===== src/rtl/sevenseg_scan_driver.sv =====
// ---------------------------------------------------------------------------
// sevenseg_scan_driver
//
// Multiplexed seven-segment display driver. It scans NUM_DIGITS hex digits,
// holding each one for REFRESH_DIV clock cycles. Each digit can be masked
// individually. New display values are committed only at frame boundaries,
// so a frame never shows a mix of old and new digits.
//
// Parameters:
//   NUM_DIGITS  - number of scanned digits (1..16)
//   REFRESH_DIV - Clk cycles each digit is held (>= 1)
//   ACTIVE_LOW  - 1: segment and enable outputs are active-low
//
// Ports:
//   Clk       in   system clock
//   Rst       in   synchronous active-high reset
//   Value     in   hex value; nibble k drives digit k
//   Load      in   capture Value for display from the next frame
//   DigitMask in   1 = digit k enabled (live, not latched)
//   out7      out  segments {a,b,c,d,e,f,g}
//   en_out    out  digit enables, one-hot active
//   ScanDone  out  one-cycle pulse after the last slot of each frame
//
// Optional build macro:
//   SEVENSEG_LEADING_ZERO_BLANK_EN - blank the digits above the most
//   significant nonzero nibble of the displayed value (digit 0 always shown).
// ---------------------------------------------------------------------------
module sevenseg_scan_driver #(
    parameter int NUM_DIGITS  = 8,
    parameter int REFRESH_DIV = 100000,
    parameter bit ACTIVE_LOW  = 1'b1
) (
    input  logic                    Clk,
    input  logic                    Rst,
    input  logic [4*NUM_DIGITS-1:0] Value,
    input  logic                    Load,
    input  logic [NUM_DIGITS-1:0]   DigitMask,
    output logic [6:0]              out7,
    output logic [NUM_DIGITS-1:0]   en_out,
    output logic                    ScanDone
);

    localparam int DIV_W = (REFRESH_DIV > 1) ? $clog2(REFRESH_DIV) : 1;
    localparam int IDX_W = (NUM_DIGITS > 1) ? $clog2(NUM_DIGITS) : 1;

    localparam logic [DIV_W-1:0] DIV_LAST = DIV_W'(REFRESH_DIV - 1);
    localparam logic [IDX_W-1:0] IDX_LAST = IDX_W'(NUM_DIGITS - 1);

    // Hex digit to active-high {a,b,c,d,e,f,g}.
    function automatic logic [6:0] seg_decode(input logic [3:0] nib);
        logic [6:0] seg;
        case (nib)
            4'h0: seg = 7'h7E;
            4'h1: seg = 7'h30;
            4'h2: seg = 7'h6D;
            4'h3: seg = 7'h79;
            4'h4: seg = 7'h33;
            4'h5: seg = 7'h5B;
            4'h6: seg = 7'h5F;
            4'h7: seg = 7'h70;
            4'h8: seg = 7'h7F;
            4'h9: seg = 7'h7B;
            4'hA: seg = 7'h77;
            4'hB: seg = 7'h1F;
            4'hC: seg = 7'h4E;
            4'hD: seg = 7'h3D;
            4'hE: seg = 7'h4F;
            default: seg = 7'h47;
        endcase
        return seg;
    endfunction

    // Map active-high segment pattern to the output polarity.
    function automatic logic [6:0] seg_polarity(input logic [6:0] seg);
        return ACTIVE_LOW ? ~seg : seg;
    endfunction

    // Map active-high enable vector to the output polarity.
    function automatic logic [NUM_DIGITS-1:0] en_polarity(input logic [NUM_DIGITS-1:0] en);
        return ACTIVE_LOW ? ~en : en;
    endfunction

    localparam logic [6:0]            SEG_OFF = ACTIVE_LOW ? 7'h7F : 7'h00;
    localparam logic [NUM_DIGITS-1:0] EN_OFF  = ACTIVE_LOW ? {NUM_DIGITS{1'b1}} : '0;

    // Scan state
    logic [DIV_W-1:0]          div_cnt;
    logic [IDX_W-1:0]          idx;
    logic [4*NUM_DIGITS-1:0]   pending;
    logic [4*NUM_DIGITS-1:0]   disp;

    // Registered outputs
    logic [6:0]                out7_p1;
    logic [NUM_DIGITS-1:0]     en_p1;
    logic                      done_p1;

    logic                      div_wrap;
    logic                      frame_end;
    logic [3:0]                sel_nib;
    logic                      sel_mask;
    logic [NUM_DIGITS-1:0]     sel_onehot;
    logic                      blank;
    logic                      show;

    assign div_wrap  = (div_cnt == DIV_LAST);
    assign frame_end = div_wrap && (idx == IDX_LAST);

    // Select the current digit's nibble, mask bit and enable position.
    // A compare loop keeps the selection in range for any NUM_DIGITS.
    always_comb begin
        sel_nib    = 4'h0;
        sel_mask   = 1'b0;
        sel_onehot = '0;
        for (int k = 0; k < NUM_DIGITS; k++) begin
            if (idx == IDX_W'(k)) begin
                sel_nib       = disp[4*k +: 4];
                sel_mask      = DigitMask[k];
                sel_onehot[k] = 1'b1;
            end
        end
    end

`ifdef SEVENSEG_LEADING_ZERO_BLANK_EN
    // Position of the most significant nonzero nibble of disp; stays 0 when
    // disp is zero so digit 0 is never blanked.
    logic [IDX_W-1:0] msd;

    always_comb begin
        msd = '0;
        for (int k = 0; k < NUM_DIGITS; k++) begin
            if (disp[4*k +: 4] != 4'h0) begin
                msd = IDX_W'(k);
            end
        end
    end

    assign blank = (idx > msd);
`else
    assign blank = 1'b0;
`endif

    assign show = sel_mask && !blank;

    // ---- stage p0 -> p1: scan counters, value commit, registered outputs ----
    always_ff @(posedge Clk) begin
        if (Rst) begin
            div_cnt <= '0;
            idx     <= '0;
            pending <= '0;
            disp    <= '0;
            out7_p1 <= SEG_OFF;
            en_p1   <= EN_OFF;
            done_p1 <= 1'b0;
        end else begin
            div_cnt <= div_wrap ? '0 : div_cnt + DIV_W'(1);

            if (div_wrap) begin
                idx <= (idx == IDX_LAST) ? '0 : idx + IDX_W'(1);
            end

            // A Load landing on the boundary goes straight to disp; pending
            // tracks it too so the following frame does not revert.
            if (Load) begin
                pending <= Value;
            end
            if (frame_end) begin
                disp <= Load ? Value : pending;
            end

            done_p1 <= frame_end;

            if (show) begin
                out7_p1 <= seg_polarity(seg_decode(sel_nib));
                en_p1   <= en_polarity(sel_onehot);
            end else begin
                out7_p1 <= SEG_OFF;
                en_p1   <= EN_OFF;
            end
        end
    end

    assign out7     = out7_p1;
    assign en_out   = en_p1;
    assign ScanDone = done_p1;

endmodule


===== config.mk =====
export PLATFORM = sky130hd
export DESIGN_NAME = sevenseg_scan_driver
export DESIGN_NICKNAME = d
export VERILOG_FILES = /design/src/rtl/sevenseg_scan_driver.sv
export SDC_FILE = /design/constraint.sdc
export NUM_CORES = 1
export LEC_CHECK = 0
export ABC_AREA = 1
export CELL_PAD_IN_SITES_DETAIL_PLACEMENT = 0
export CELL_PAD_IN_SITES_GLOBAL_PLACEMENT = 1
export CORE_ASPECT_RATIO = 2
export CORE_MARGIN = 4
export CORE_UTILIZATION = 40
export DETAILED_ROUTE_END_ITERATION = 16
export PLACE_DENSITY = 0.81
export SETUP_SLACK_MARGIN = 0.3
export SLEW_MARGIN = 20
export SYNTH_ARGS = -nofsm -noshare
export SYNTH_HDL_FRONTEND = slang
export SYNTH_SLANG_ARGS = --single-unit

===== constraint.sdc =====
create_clock -name Clk -period 3.11 [get_ports Clk]
set_input_delay 0.311 -clock Clk [delete_from_list [all_inputs] [get_ports Clk]]
set_output_delay 0.311 -clock Clk [all_outputs]
set_load 0.03 [all_outputs]

* Word-level counts from Yosys, hierarchy flattened
Memories as Yosys holds them, arrays and structs flattened.
Index checks and enable logic that the tools add are counted.
** Operators by class
- Muxes and demuxes :: 28
- Multiply operators :: 0
- Equality and inequality tests :: 8
- Bitwise gates (word level) :: 3
- Shifts and indexed selects :: 0
- Divide/modulo/power cells :: 0
- Reductions and logical operators :: 4
- $add $sub $neg :: 2
- Order comparisons :: 0
** Operators with widths (count)
- 32-bit two-way mux :: 1
- 4-bit two-way mux :: 8
- 17-bit by 1-bit adder with 17-bit output, second input constant :: 1
- 17-bit equality test, second input constant :: 1
- 1-bit two-way mux :: 16
- 7-bit two-way mux :: 2
- 3-bit equality test, second input constant :: 4
- 8-bit inverter :: 1
- 7-bit inverter :: 1
- 3-bit by 2-bit equality test with 1-bit output, second input constant :: 2
- 2-bit OR reduction :: 2
- 3-bit by 1-bit adder with 3-bit output, second input constant :: 1
- 3-bit by 1-bit equality test with 1-bit output, second input constant :: 1
- 3-bit zero test :: 1
- 3-bit two-way mux :: 1
- 1-bit logical AND :: 1
- 1-bit inverter :: 1
** Word-level totals
- Input port bits :: 43
- RAM bits :: 0
- Output and inout bits :: 16
- Logic and storage cells :: 53
- Bits in registers :: 100
- Memories :: 1
- Bits in latches :: 0
- ROM bits :: 112
** Memories
- (name not given) :: words 16, bits a word 7, read ports 1, clocked after memory_dff 0, wr ports 0, RTL line 52 : case (nib)

* Logic depth before layout (Yosys ltp)
Gate-level depths: netlist of the first run.
An unclocked memory read counts as a cell.
- Depth after elaboration :: 13
- Depth in mapped cells :: 18
- Depth with buffers taken out :: 18

* Worst setup path after synthesis of the first run
Ideal clock, no wire load.
- Path type :: register to register
- From :: register idx[2]
- To :: register out7_p1[2] (netlist: out7[2])
- Setup time :: 113 ps
- Path buffers :: 0
- Clock period less this slack :: 2264 ps
- Stages on the path, launching flop included :: 16
- Data required time :: 2997 ps
- Slack :: 846 ps
- Arrival :: 2151 ps
- Path through :: dfxtp_1 inv_2 ha_1 inv_1 o21ai_0 inv_1 nand2_1 nand2_1 nand2_1 a21boi_1 inv_1 ha_1 nand3_1 nor2_1 nor2_1 nand2_1
** On the way
- Cells in the longest elaborated chain, start to end :: 13
- Elaborated cells on any way between the ends :: 30
- Classes of those cells :: eq/ne (7); mux (18); bitwise (2); reduce/logical (2); memory (1)
** RTL lines
- from (decl) :: RTL line 88 : logic [IDX_W-1:0] idx;
- from (signal assigned) :: RTL line 158 : idx <= (idx == IDX_LAST) ? '0 : idx + IDX_W'(1);
- 3-bit zero test :: RTL line 115 : if (idx == IDX_W'(k)) begin
- 4-bit two-way mux (8 in series) :: RTL line 115
- memory 16 x 7 bit
- 7-bit two-way mux :: RTL line 172 : if (show) begin
- 7-bit two-way mux :: RTL line 146 : if (Rst) begin
- 7-bit inverter :: RTL line 75 : return ACTIVE_LOW ? ~seg : seg;
- to (signal assigned) :: RTL line 173 : out7_p1 <= seg_polarity(seg_decode(sel_nib));
- to (decl) :: RTL line 93 : logic [6:0] out7_p1;
Parallel ways exist; a longest one is shown, timed or not. The select of a mux whose other input is x is not followed.
A chain may end at the register's enable or synchronous reset.

* Final worst setup path of the first run
Ends and elaborated chain as after synthesis.

==> run_results.csv, run 1 <==
group,metric,value,unit
worst_setup_path,crit_type,"register to register",
drt,drtIter0Drc,83,
cells_and_area,diodes,0,
clock_tree,cts-root-buf,"clkbuf_16",
grt,grt_max_degree,33,
power_and_ir_drop,p_seq_share,51.5,%
power_and_ir_drop,p_int,2.02,mW
grt,gr-total-overflow,0,
sta,fmax,399,MHz
min_path,min_from,"disp[22]",
cells_and_area,area_growth,22.4,%
cells_and_area,drive_gt1_share,6.67,%
sta,tightest_slew,995,ps
clock_tree,clockBufferDepth,2,
run_status,status,"finished clean",
drt,wire_per_inst,12.9,µm
clock_tree,htreeDepth,3,
synthesis,synthesis.area,0.00428,mm²
worst_setup_path,worst_setup_path_end_kind,"register",
sta,relSlewSlack,33.7,%
clock_tree,post_cts_buffers,0,
place,placed_cells,707,
synthesis,synth-seq-area-share,46.8,%
floorplan,die_w,81.1,µm
run,drv_cap,0,
sta,setup-tns-final,0,ps
sta,finalCritPeriodShare,80.6,%
place,dpl_worst_slack,505,ps
clock_tree,cts_buffers,9,
worst_setup_path,r2r_start,"idx[2]",
power_and_ir_drop,pwr_density_cell,491,mW/mm²
grt,grt_antenna_before_repair,0,
clock_tree,cts.clk_slew.worst_paths,70,ps
clock_tree,cts_tree,"done",
cells_and_area,final_common_cell,"nand2_1",
sta,skew,9.11,ps
drt,antenna_left,0,
synthesis,yosys_warnings,0,
floorplan,ios,59,
synthesis,synth_fp_nets,582,
cells_and_area,final_cell_count_no_fill,722,
cells_and_area,final_cell_mix,"nand2_1 (102), dfxtp_1 (100), nor2_1 (74)",
place,routabilityCongestion,0.874,
power_and_ir_drop,leakage,2.32,nW
sta,drv_slew,0,
floorplan,dieHeight,154,µm
floorplan,die-area,0.0125,mm²
synthesis,synthCells,525,
min_path,hp-class,"register to register",
clock_tree,clock-sinks,100,
floorplan,start_util,40.8,%
cells_and_area,regArea,0.00200,mm²
worst_setup_path,cp-start-kind,"register",
synthesis,syn_avg_cell_area,8.14,µm²
floorplan,fp-row-count,53,
power_and_ir_drop,combPwrFrac,6.9,%
sta,worst_slack,603,ps
place,numPortBuffers,58,
drt,avgViaCountPerCell,4.70,
grt,grt_pass1_vias,3356,
grt,grt_pass1_wl,15200,µm
drt,vias,3396,
clock_tree,clock_latency,340,ps
sta,hold_viol_final,0,
cells_and_area,fillers,1079,
drt,drtPass1Iterations,4,
cells_and_area,multiInputGateArea,0.00194,mm²
drt,drc,0,
sta,setup_viol,0,
worst_setup_path,worstPathRequired,3350,ps
cells_and_area,nets,638,
worst_setup_path,crit_start,"idx[2]",
power_and_ir_drop,p_total,2.57,mW
place,dpl.hpwl,7230,µm
power_and_ir_drop,ir_drop,0.000298,V
power_and_ir_drop,p_clk_share,41.7,%
worst_setup_path,critPathArrivalTime,2750,ps
drt,wirelength,9340,µm
floorplan,core_area,0.0105,mm²
cells_and_area,post-route-util,50.0,%
sta,period_minus_slack,2510,ps
synthesis,yosysUniqueCellTypes,36,
grt,grt.total_usage,15.9,%
power_and_ir_drop,p_sw,0.550,mW
power_and_ir_drop,switching_share,21.4,%
sta,rsz0062_at_grt,"false",
synthesis,ys_ff_latch,100,
worst_setup_path,crit_fanout,8,
## per-stage QoR
step / hold slack, ps / area (µm²)
after floorplan: 418 / 4280
after global placement: 428 / 4950
after detailed placement: 442 / 4950
after CTS: 458 / 5230
after global routing: 476 / 5240
final: 453 / 5240
## layer usage
layer / wire length (µm) / GRT usage (%) / part of all wire (%) / vias to the layer above
met3: 304 / 3.73 / 3.3 / 19
li1: - / - / - / 1789
met1: 3590 / 16.0 / 38 / 1538
met2: 5190 / 29.8 / 56 / 50
met5: 0 / 0 / 0 / -
met4: 252 / 6.77 / 2.7 / 0
## repair_timing
item                                    CTS  global route
endpoints found under the hold margin     0             0
resized for setup                         0             1
hold buffers                              0             0
endpoints found under the setup margin    0             6
## state kept, by name, indices dropped and copies added (netlist names)
signal / flops
out7: 7
disp: 32
div_cnt: 17
idx: 3
en_out: 8
ScanDone: 1
pending: 32
## logic make-up (layout without fill, tap and decap cells)
group / Yosys count / count (layout) / synth area share, %
and+or+nand+nor: 235 / 235 / 24.3
AOI/OAI and AO/OA: 57 / 57 / 8.17
adders and majority gates: 14 / 14 / 4.10
DFF: 100 / 100 / 46.8
muxes: 32 / 32 / 7.49
buffers and inverters: 81 / 141 / 7.87
xor gates and xnor gates: 6 / 6 / 1.23
## critical path, cell delays in order (launching register included)
cell,delay [ps]
dfxtp_1,500
inv_2,120
ha_1,270
inv_1,160
o21ai_0,110
inv_1,70
nand2_1,50
nand2_1,50
nand2_1,80
a21boi_2,280
inv_1,140
ha_1,250
nand3_1,130
nor2_1,60
nor2_1,80
nand2_1,60
## final timing paths
check             endpoint  slack [ps]  cells past startpoint
hold / removal    disp[22]         450                      2
setup reg to reg   out7[2]         600                     15
setup / recovery   out7[2]         600                     15
hold reg to reg   disp[22]         450                      2
## area by class of cell
cell class,count,area share (%)
tap,137,3.27
clock buffer,10,4.37
timing repair buffer,60,11.3
inverter,66,4.73
clock inverter,5,1.03
sequential,100,38.2
multi-input combinational,344,37.1
## cells in the mapped netlist
| cell | instances | area (µm²) |
|---|---|---|
| nand2_1 | 102 | 383 |
| buf_4 | 1 | 7.51 |
| a21oi_1 | 21 | 105 |
| o21ai_1 | 2 | 10.0 |
| buf_2 | 5 | 25.0 |
| inv_1 | 61 | 229 |
| mux2i_1 | 32 | 320 |
| nand3b_1 | 1 | 7.51 |
| dfxtp_1 | 100 | 2000 |
| clkbuf_1 | 6 | 22.5 |
| buf_6 | 3 | 33.8 |
| nor2_2 | 3 | 18.8 |
| nand2_2 | 4 | 25.0 |
| inv_2 | 5 | 18.8 |
| o21bai_1 | 1 | 7.51 |
| nor3_1 | 2 | 10.0 |
| nor4_2 | 2 | 25.0 |
| nor3_2 | 1 | 10.0 |
| xor2_1 | 4 | 35.0 |
| a21boi_1 | 1 | 7.51 |
| nor2_4 | 2 | 22.5 |
| a211oi_1 | 2 | 15.0 |
| nor2_1 | 74 | 278 |
| or2_0 | 1 | 6.26 |
| nand4_1 | 4 | 25.0 |
| xnor2_1 | 2 | 17.5 |
| ha_1 | 14 | 175 |
| nand3_2 | 2 | 20.0 |
| and2_1 | 1 | 6.26 |
| o21ai_0 | 12 | 60.1 |
| nand3_1 | 30 | 150 |
| nand2_4 | 2 | 22.5 |
| o22a_1 | 12 | 105 |
| o211ai_1 | 1 | 7.51 |
| nor3b_1 | 4 | 30.0 |
| o22ai_1 | 5 | 31.3 |
## power by group through the flow
stage | Sequential, mW | Clock [mW] | Combinational [mW]
after global placement | 1.35 | 0 | 0.178
final | 1.32 | 1.07 | 0.177
after detailed placement | 1.35 | 0 | 0.180
after global routing | 1.32 | 1.16 | 0.195
after CTS | 1.32 | 1.10 | 0.181
after floorplan | 1.36 | 0 | 0.0871
Note: power is estimated with default switching activity, not from simulation.
==> inputs of run 2 (changes only) <==
CORE_UTILIZATION = 36   (was 40)
PLACE_DENSITY = 0.78   (was 0.81)
clock period = 2.1 ns   (was 3.11 ns; I/O delays follow)
==> run 2 against run 1 <==
Effect of this change: register-to-register slack got worse by 550 ps; first-iteration DRC count increased by 30%; global-route usage rose by 0.14 points; largest power group unchanged; critical endpoint is now out7[3].
==> run_results.csv, run 2 (synthesis gave the netlist of run 1 again) <==
group,metric,value,unit
run_status,status,"finished clean",
worst_setup_path,worst_setup_path_end_kind,"register",
floorplan,ios,59,
sta,worst_slack,52.1,ps
floorplan,fp-row-count,56,
worst_setup_path,worst_path_max_delay_cell,"dfxtp_4",
cells_and_area,fin_area,0.00609,mm²
drt,drc,0,
sta,setup_viol,0,
worst_setup_path,crit_start,"idx[1]",
grt,grt_pass1_vias,3753,
power_and_ir_drop,ir_drop,0.000369,V
floorplan,dieHeight,162,µm
cells_and_area,final_cell_count_no_fill,776,
place,placed_cells,732,
sta,tightest_slew,497,ps
worst_setup_path,crit_type,"register to register",
floorplan,start_util,36.5,%
drt,antenna_left,0,
cells_and_area,area_growth,42.4,%
worst_setup_path,critPathArrivalTime,2340,ps
sta,setup-tns-final,0,ps
cells_and_area,nets,683,
min_path,min_from,"Load",
cells_and_area,diodes,0,
place,dpl.hpwl,7800,µm
cells_and_area,drive_gt1_share,25.2,%
drt,drtPass1Iterations,4,
sta,finalCritPeriodShare,97.5,%
drt,drtIter0Drc,108,
run,drv_cap,0,
worst_setup_path,r2r_start,"idx[1]",
grt,grt.total_usage,16.0,%
floorplan,core_area,0.0117,mm²
clock_tree,htreeDepth,3,
clock_tree,cts_buffers,9,
cells_and_area,final_common_cell,"dfxtp_1",
sta,relSlewSlack,66.8,%
grt,grt_pass1_wl,17400,µm
floorplan,die-area,0.0138,mm²
worst_setup_path,path_cells,"inv_4 -> ha_4 -> inv_4 -> nor2_4 -> nand2_1 -> nand3_1 -> nand3_1 -> nand2_1 -> nand2_1 -> nand2_2 -> a21boi_4 -> buf_4 -> ha_2 -> nand3_2 -> nand2_1 -> nand2_1 -> nand3_1",
cells_and_area,fillers,1069,
worst_setup_path,cp-start-kind,"register",
power_and_ir_drop,p_total,3.82,mW
cells_and_area,final_cell_mix,"dfxtp_1 (92), nand2_1 (82), nor2_1 (66)",
place,routabilityCongestion,0.842,
grt,grt_antenna_before_repair,0,
drt,vias,3682,
sta,fmax,488,MHz
worst_setup_path,crit_fanout,4,
cells_and_area,reg_top3,"disp: 32 flops, pending: 32 flops, div_cnt: 17 flops",
grt,gr-total-overflow,0,
worst_setup_path,critPathMostFrequentCell,"nand2_1",
grt,grt_max_degree,26,
drt,wire_per_inst,14.2,µm
floorplan,die_w,85.1,µm
clock_tree,clock-sinks,100,
clock_tree,clockBufferDepth,2,
sta,period_minus_slack,2050,ps
sta,skew,6.45,ps
place,dpl_worst_slack,-36.4,ps
place,numPortBuffers,58,
sta,drv_slew,0,
worst_setup_path,worstPathRequired,2390,ps
drt,wirelength,11000,µm
sta,rsz0062_at_grt,"true",
min_path,hp-class,"input port to register",
clock_tree,cts_tree,"done",
worst_setup_path,cp_slowest_stage_delay,400,ps
clock_tree,cts-root-buf,"clkbuf_16",
sta,hold_viol_final,0,
drt,avgViaCountPerCell,4.74,
worst_setup_path,r2r_setup_slack,50,ps
place,dpl_cell_area,0.00516,mm²
power_and_ir_drop,pwr_density_cell,628,mW/mm²
clock_tree,cts_hold_buf,0,
power_and_ir_drop,leakage,2.60,nW
clock_tree,clock_latency,350,ps
clock_tree,cts.clk_slew.worst_paths,70,ps
[run 2: cell count changes in the layout (fill, tap and decap cells not counted), sizes merged]
cell      previous run  this run
inv                 66        72
buf                  3        44
bufinv               1         0
nor2                79        81
nand2              108       109
clkinvlp             0         1
clkinv               4         1
clkbuf              10         9
[run 2: what timing repair did]
item,4_1_cts,5_1_grt
hold endpoints to repair,0,0
cloned,2,2
pin swaps,19,32
resized for setup,45,63
buffers inserted,11,13
setup endpoints to repair,48,53
[run 2: layout make-up]
cell class	instances	area, µm²	share of cell area, %
multi-input cells	347	2350	38.5
flip-flops and latches	100	2020	33.2
repair buffers	101	977	16.1
inverters	66	275	4.52
clock buffers	9	225	3.70
well taps	145	181	2.98
clock inverters	7	56.3	0.925
repair inverters	1	3.75	0.0617
[run 2: through the flow]
stage                     hold slack [ps]  utilization, %
after floorplan                       372               -
after global routing                  420            52.0
after CTS                             381            48.9
final                                 394            52.0
after detailed placement              445            44.1
after global placement                428            44.1
[run 2: critical path, delay by kind of cell (launching register included)]
kind,cells,cell delay [ps]
compound gates,1,220
simple gates,11,770
buf+inv,3,280
flops,1,400
fa+ha+maj,2,350
[run 2: metal layers]
layer	up-vias	global-route usage, %	part of all wire [%]
met3	25	3.76	4.0
met2	73	31.2	58
met5	-	0	0
li1	1892	-	-
met4	0	7.64	3.4
met1	1692	15.1	35
[run 2: power breakdown]
group	leakage (nW)	internal (mW)	total, mW	switching [mW]
Clock	0.138	0.823	1.57	0.752
Sequential	0.820	1.94	1.95	0.0153
Combinational	1.64	0.147	0.293	0.146
[run 2: worst paths after layout]
check,to,cells after the start
min,pending[30],3
max,out7[3],17
min reg2reg,div_cnt[0],1
max reg2reg,out7[3],17
==> inputs of run 3 (changes only) <==
CAP_MARGIN = 0   (was unset)
SLEW_MARGIN = 0   (was 20)
==> results of run 3 <==
The final DEF is identical to that of run 2; final timing and power are the same.
